<file path="config.mk">
export PLATFORM = sky130hd
export DESIGN_NAME = smart_home_ctrl_p
export DESIGN_NICKNAME = d
export VERILOG_FILES = /design/src/rtl/sh_pkg.sv /design/src/rtl/sh_debounce.sv /design/src/rtl/smart_home_ctrl_p.sv
export SDC_FILE = /design/constraint.sdc
export NUM_CORES = 1
export LEC_CHECK = 0
export BUFFER_PORTS_ARGS = -buffer_cell sky130_fd_sc_hd__buf_2
export CORE_ASPECT_RATIO = 1.2
export CORE_UTILIZATION = 54
export DETAILED_ROUTE_END_ITERATION = 7
export PLACE_DENSITY = 0.83
export SETUP_SLACK_MARGIN = 0.02
export SLEW_MARGIN = 5
export SYNTH_ARGS = -nofsm -noshare
export SYNTH_HDL_FRONTEND = slang
export SYNTH_SLANG_ARGS = --single-unit
</file>
<file path="constraint.sdc">
create_clock -name clk -period 1.8 [get_ports clk]
set_clock_uncertainty 0.15 [all_clocks]
set_input_delay 0.18 -clock clk [delete_from_list [all_inputs] [get_ports clk]]
set_output_delay 0.18 -clock clk [all_outputs]
set_load 0.005 [all_outputs]
</file>
<file path="src/rtl/sh_pkg.sv">
// Shared types and constants for the smart-home controller: state codes,
// synchroniser depth and the window-zone index width helper.
package sh_pkg;

    typedef enum logic [2:0] {
        S_IDLE  = 3'b000,
        S_FRONT = 3'b001,
        S_REAR  = 3'b010,
        S_FIRE  = 3'b011,
        S_WIN   = 3'b100,
        S_HEAT  = 3'b101,
        S_COOL  = 3'b110
    } state_t;

    localparam int SH_SYNC_STAGES = 2;

    // A single window still needs a one-bit zone index.
    function automatic int sh_zone_w(input int n_win);
        return (n_win > 1) ? $clog2(n_win) : 1;
    endfunction

endpackage

</file>
<file path="src/rtl/sh_debounce.sv">
// One sensor bit: two-flop synchroniser followed by a stability counter; the
// filtered value flips on the edge where DEBOUNCE consecutive differing samples are seen.
module sh_debounce
    import sh_pkg::*;
#(
    parameter int DEBOUNCE = 4
) (
    input  logic clk,
    input  logic rst_n,
    input  logic raw,
    output logic filt
);

    localparam int CNT_W = (DEBOUNCE > 1) ? $clog2(DEBOUNCE) : 1;

    logic [SH_SYNC_STAGES-1:0] sync_q;
    logic [CNT_W-1:0]          cnt_q;
    logic                      sample;

    assign sample = sync_q[SH_SYNC_STAGES-1];

    always_ff @(posedge clk or negedge rst_n) begin
        if (!rst_n) begin
            sync_q <= '0;
            cnt_q  <= '0;
            filt   <= 1'b0;
        end else begin
            sync_q <= {sync_q[SH_SYNC_STAGES-2:0], raw};
            // Any sample that agrees with the accepted value restarts the count.
            if (sample == filt) begin
                cnt_q <= '0;
            end else if (cnt_q == CNT_W'(DEBOUNCE - 1)) begin
                filt  <= sample;
                cnt_q <= '0;
            end else begin
                cnt_q <= cnt_q + CNT_W'(1);
            end
        end
    end

endmodule

</file>
<file path="src/rtl/smart_home_ctrl_p.sv">
// Smart-home controller: debounced door/window/fire sensors, priority FSM and
// heater/cooler with hysteresis. Define SH_FIRE_LATCH_EN to latch FIRE until acknowledged.
module smart_home_ctrl_p
    import sh_pkg::*;
#(
    parameter int TEMP_W   = 7,
    parameter int N_WIN    = 4,
    parameter int DEBOUNCE = 4,
    parameter int T_LOW    = 50,
    parameter int T_HIGH   = 60,
    parameter int HYST     = 2
) (
    input  logic                        clk,
    input  logic                        Rst,
    input  logic                        SFD,
    input  logic                        SRD,
    input  logic [N_WIN-1:0]            SW,
    input  logic                        SFA,
    input  logic [TEMP_W-1:0]           ST,
    input  logic                        alarm_ack,
    output logic                        fdoor,
    output logic                        rdoor,
    output logic                        winbuzz,
    output logic [sh_zone_w(N_WIN)-1:0] win_zone,
    output logic                        alarmbuzz,
    output logic                        heater,
    output logic                        cooler,
    output logic [2:0]                  display
);

    localparam int ZONE_W = sh_zone_w(N_WIN);
    localparam int N_SENS = 3 + N_WIN;

    localparam logic [TEMP_W-1:0] HEAT_ON  = TEMP_W'(T_LOW);
    localparam logic [TEMP_W-1:0] HEAT_OFF = TEMP_W'(T_LOW + HYST);
    localparam logic [TEMP_W-1:0] COOL_ON  = TEMP_W'(T_HIGH);
    localparam logic [TEMP_W-1:0] COOL_OFF = TEMP_W'(T_HIGH - HYST);

    if (T_LOW >= T_HIGH) begin : g_thr_check
        $error("smart_home_ctrl_p: T_LOW must be below T_HIGH");
    end

    logic [N_SENS-1:0] sens_raw;
    logic [N_SENS-1:0] sens_f;
    logic              sfd_f;
    logic              srd_f;
    logic              sfa_f;
    logic [N_WIN-1:0]  sw_f;

    assign sens_raw = {SW, SFA, SRD, SFD};

    for (genvar i = 0; i < N_SENS; i++) begin : g_deb
        sh_debounce #(.DEBOUNCE(DEBOUNCE)) u_deb (
            .clk   (clk),
            .rst_n (Rst),
            .raw   (sens_raw[i]),
            .filt  (sens_f[i])
        );
    end

    assign {sw_f, sfa_f, srd_f, sfd_f} = sens_f;

    // Stage p0: registered temperature, state and zone
    logic [TEMP_W-1:0] st_p0;
    state_t            state;
    state_t            state_nxt;
    logic              fire_nxt;
    logic [ZONE_W-1:0] zone_nxt;

`ifdef SH_FIRE_LATCH_EN
    // Once in FIRE, only an ack with the sensor already clear releases it.
    assign fire_nxt = sfa_f | ((state == S_FIRE) & ~(alarm_ack & ~sfa_f));
`else
    logic unused_ack;
    assign unused_ack = alarm_ack;
    assign fire_nxt   = sfa_f;
`endif

    always_comb begin
        zone_nxt = '0;
        for (int i = N_WIN - 1; i >= 0; i--) begin
            if (sw_f[i]) zone_nxt = ZONE_W'(i);
        end
    end

    always_comb begin
        state_nxt = S_IDLE;
        if (logic'(3'(state) == 3'b111)) begin
            state_nxt = S_IDLE;
        end else if (fire_nxt) begin
            state_nxt = S_FIRE;
        end else if (sfd_f) begin
            state_nxt = S_FRONT;
        end else if (srd_f) begin
            state_nxt = S_REAR;
        end else if (|sw_f) begin
            state_nxt = S_WIN;
        end else if ((state == S_HEAT) ? (st_p0 < HEAT_OFF) : (st_p0 < HEAT_ON)) begin
            state_nxt = S_HEAT;
        end else if ((state == S_COOL) ? (st_p0 > COOL_OFF) : (st_p0 > COOL_ON)) begin
            state_nxt = S_COOL;
        end
    end

    always_ff @(posedge clk or negedge Rst) begin
        if (!Rst) begin
            state <= S_IDLE;
        end else begin
            state <= state_nxt;
        end
    end

    // Zone loads on the same edge the FSM enters WIN so it lines up with winbuzz.
    always_ff @(posedge clk or negedge Rst) begin
        if (!Rst) begin
            st_p0    <= '0;
            win_zone <= '0;
        end else begin
            st_p0 <= ST;
            if (state_nxt == S_WIN) win_zone <= zone_nxt;
        end
    end

    assign fdoor     = (state == S_FRONT);
    assign rdoor     = (state == S_REAR);
    assign winbuzz   = (state == S_WIN);
    assign alarmbuzz = (state == S_FIRE);
    assign heater    = (state == S_HEAT);
    assign cooler    = (state == S_COOL);
    assign display   = state;

endmodule

</file>
==> After elaboration in Yosys (flattened, before gate mapping) <==
Index checks and enable logic that the tools add are counted.
{ "word_totals": {"reg_bits": 47, "out_inout_bits": 11, "wordCells": 99} }
{ "op_classes": {"reduce_logical": 8, "magnitude_cmp": 4, "eq_ne": 22, "bitwise_logic": 7, "add_sub_neg": 7, "mux": 27} }
{ "ops": {"columns": ["operator", "count"], "rows": [
  ["2-to-1 mux 2 bit", 18],
  ["2-to-1 mux 3 bit", 7],
  ["== test 3 bit (second input constant)", 5],
  ["adder 2 x 1 -> 2 bit (second input constant)", 7],
  ["== test 2 bit (second input constant)", 7],
  ["> comparator 7 x 6 -> 1 bit (second input constant)", 2],
  ["less-than comparator 7 x 6 -> 1 bit (second input constant)", 2],
  ["AND reduction 2 bit", 7],
  ["== test 1 bit", 7],
  ["inverter 1 bit", 7],
  ["== test 3 x 2 -> 1 bit (second input constant)", 2],
  ["OR reduction 4 bit", 1],
  ["== test 3 x 1 -> 1 bit (second input constant)", 1],
  ["2-to-1 mux 1 bit", 2]
]} }

==> Longest topological paths before layout <==
{ "depth": {"ltp_word": 10, "depth_mapped": 4} }

==> Modules after synthesis <==
From an unflattened synthesis, not the netlist that was laid out.
{ "hier_totals": {"cells_unflattened": 117, "area_unflattened_um2": 1745.4} }
{ "by_module_without_submodules": {"columns": ["mod", "n_inst", "area_each_um2", "cells_each"], "rows": [
  ["sh_debounce", 7, 173.9, 10],
  ["smart_home_ctrl_p", 1, 528.0, 47]
]} }

==> Least setup slack after synthesis <==
No wires, ideal clock.
{ "synth_path": {"path_type": "reg-to-reg", "start": "reg g_deb[4].u_deb.filt", "end": "reg state[1] (netlist: display[1])", "slack_ps": 290, "setup_time_ps": 80, "period_less_slack_ps": 1510, "path_stages_with_launch": 5, "t_arrival_ps": 1280, "t_required_ps": 1570, "path_cell_list": "dfrtp_1 or4_4 nor2_2 nand4_1 o211ai_2"} }
{ "synth_via": {"elab_chain_cells": 6} }
{ "synth_lines": {"columns": ["item", "line_no", "source"], "rows": [
  ["start: declaration", "sh_debounce.sv:11", "output logic filt"],
  ["start signal: assignment", "sh_debounce.sv:33", "filt <= sample;"],
  ["OR reduction 4 bit", "smart_home_ctrl_p.sv:96", "end else if (|sw_f) begin"],
  ["2-to-1 mux 3 bit", "smart_home_ctrl_p.sv:96", null],
  ["2-to-1 mux 3 bit", "smart_home_ctrl_p.sv:94", "end else if (srd_f) begin"],
  ["2-to-1 mux 3 bit", "smart_home_ctrl_p.sv:92", "end else if (sfd_f) begin"],
  ["2-to-1 mux 3 bit", "smart_home_ctrl_p.sv:90", "end else if (fire_nxt) begin"],
  ["2-to-1 mux 3 bit", "smart_home_ctrl_p.sv:88", "if (logic'(3'(state) == 3'b111)) begin"],
  ["named net state_nxt[1]", "smart_home_ctrl_p.sv:66", "state_t state_nxt;"],
  ["end signal: assignment", "smart_home_ctrl_p.sv:109", "state <= state_nxt;"],
  ["end: declaration", "smart_home_ctrl_p.sv:65", "state_t state;"]
]} }
The timed path passes the listed nets, and every way through them passes these cells.
A chain may end at the register's enable or synchronous reset.

==> Worst setup path after layout <==
Ends and elaborated chain as after synthesis.

==> reports/qor.txt <==
status: finished, final reports clean
Gate Count Post-Synth: 117
CP bufs+invs: 0
Synth Warn #: 0
largest net degree at the start of global routing: 29
# Max-Cap Violations: 0
Pwr Density: 1410 nW/um2
Buffers on Ports: 26
# hold bufs at CTS: 15
CTS tree: done
CP Capture Type: flip-flop
Post-synth EDFFs: 0
Mean Syn Cell Area: 14.7 um2
CP startpoint: g_deb[4].u_deb.filt
Initial Util: 0.564
Worst Path Max Fanout: 5
endpoints failing setup: 0
Yosys top cell by area: dfrtp_1
post-DP HPWL: 2060 um
share of cells above drive strength 1: 0.240
hold slack: 0.156 ns
hold violation count in the final report: 0
CTS max path bufs: 2
postcts setup bufs: 0
Startpoint Class: flip-flop
clk_lat worst skew: 0.35 ns
vias in the first global route: 1136
Die Wd: 53.6 um
delay-heaviest family, CP: simple AND/OR/NAND/NOR gates
FF+latch count, synth: 47
CP peak stage delay: 0.57 ns
RR Startpoint: g_deb[4].u_deb.filt
setup TNS: 0 ns
relative max-transition margin: 0.694
Synth Net Count: 141
Layout area overhead: 24.0%
Clock Root Buffer: clkbuf_4
DRT iter0 DRCs: 20
unrepaired setup endpoints after global routing: false
Routed Antenna Nets: 0
total gr overflow: 0
total chip power: 3.01 mW
Post-synth ARST share: 1.00
peak supply drop: 0.970 mV
CP required: 1.94 ns
TritonRoute pass-1 iters: 4
core area: 3060 um2
full die area: 3420 um2
routed vias/inst: 5.34
number of diodes: 0
Final Max Slew Viols: 0
f_max: 608 MHz
count leader, synth: dfrtp_1
top cells by area, synth: dfrtp_1, ha_1, mux2_1, xnor2_1, nor2b_1
Final Cycle Share: 0.914
Synth top area share: 0.683
Netlist Area Pre-Place: 1720 um2
Critical-path top delay cell: or4_4
post-synthesis sequential area ratio: 0.683
initial antenna violation count: 0
vias post-DR: 1084
post-CTS sizing: 0
area of the multi-input gates: 543 um2
DRC Markers: 0
Rows: 22
CP Cell Sequence: or4_4 -> nor2_2 -> nand4_1 -> o211ai_2
LEAKAGE: 1.01 nW
Synth cell types: 29
WP data arrival: 1.79 ns
register area: 1180 um2
Slew @ Worst Pin: 0.459 ns
nets: 190
ys flop type: dfrtp_1
first-pass GRT wire length: 4930 um
Sink Count: 47
Total GRT Usage: 0.210
Crit Path Category: flip-flop to flip-flop
Die H: 63.9 um
number of H-tree levels: 2
WL/cell: 14.4 um
FILL cells: 197
io pins: 28
CTS clk-pin slew, worst paths: 0.13 ns
Num CTS Buffers: 5
Post-synth top cells: dfrtp_1, ha_1, nor2b_1, nor3_1, xnor2_1
minimum clock period: 1.64 ns
Hold WC Path Type: primary input to async pin
drt total wl: 2920 um
Routability Congestion: 0.715
-- metal layers --
layer	up-vias	GRT usage	part of all wire
li1	516	-	-
met1	524	0.226	0.42
met2	34	0.345	0.51
met3	10	0.0786	0.041
met4	0	0.115	0.031
met5	-	0	0
-- stage by stage --
step / setup slack (ns) / area, um2 / utilization / cells
final: 0.155 / 2140 / 0.699 / 203
after global routing: 0.0909 / 2140 / 0.699 / 203
after CTS: 0.157 / 2140 / 0.699 / 203
after detailed placement: 0.184 / 1920 / 0.628 / 180
after global placement: 0.248 / 1920 / 0.628 / 180
after floorplan: 0.290 / 1720 / - / 117
-- power breakdown --
part	leakage (nW)	switching, mW	total [mW]	internal [mW]
clock network	0.0386	0.308	0.539	0.230
logic	0.400	0.365	0.845	0.479
registers	0.569	0.280	1.62	1.34
-- cell type report --
| type | instances | area share |
|---|---|---|
| flip-flops and latches | 47 | 0.550 |
| multi-input cells | 69 | 0.254 |
| repair buffers | 42 | 0.141 |
| clock buffers | 8 | 0.0322 |
| well taps | 36 | 0.0211 |
| inverters | 1 | 0.00176 |
-- kinds of logic (layout without fill, tap and decap cells) --
| group | count (synthesis) | after routing | synth area share |
|---|---|---|---|
| AO/OA/AOI/OAI | 14 | 14 | 0.0596 |
| XOR/XNOR | 7 | 7 | 0.0356 |
| adder cells (fa/ha/maj) | 7 | 7 | 0.0508 |
| buffers and inverters | 1 | 51 | 0.00218 |
| flip-flops | 47 | 47 | 0.683 |
| multiplexers | 7 | 7 | 0.0457 |
| AND/OR/NAND/NOR | 34 | 34 | 0.123 |
-- worst paths after layout --
path / endpoint / slack [ns] / depth (start not counted)
max in group asynchronous: g_deb[2].u_deb.sync_q[0] / 0.84 / 3
setup reg to reg: display[1] / 0.16 / 4
hold reg to reg: g_deb[2].u_deb.sync_q[1] / 0.21 / 0
setup / recovery: display[1] / 0.16 / 4
min in group clk: g_deb[2].u_deb.sync_q[1] / 0.21 / 0
hold / removal: display[1] / 0.16 / 2
-- flip-flops by register name, summed over array words and instances (netlist names) --
name and count:
g_deb.u_deb.cnt_q 14, g_deb.u_deb.sync_q 14, g_deb.u_deb.filt 7, st_p0 7, display 3, win_zone 2
-- cell usage in the layout (no fill, tap or decap), drive strengths merged, types with 2 or more instances in the layout --
cell type    count
mux2             7
dfrtp           47
and2             2
nor2b            7
ha               7
clkbuf           8
a31oi            2
o211ai           2
nor2             5
nand3            3
xnor2            6
o21ai            3
dlygate4sd3     15
o21a             3
buf             27
and3b            3
nor3             7
nor3b            4
Note: power is estimated with default switching activity, not from simulation.
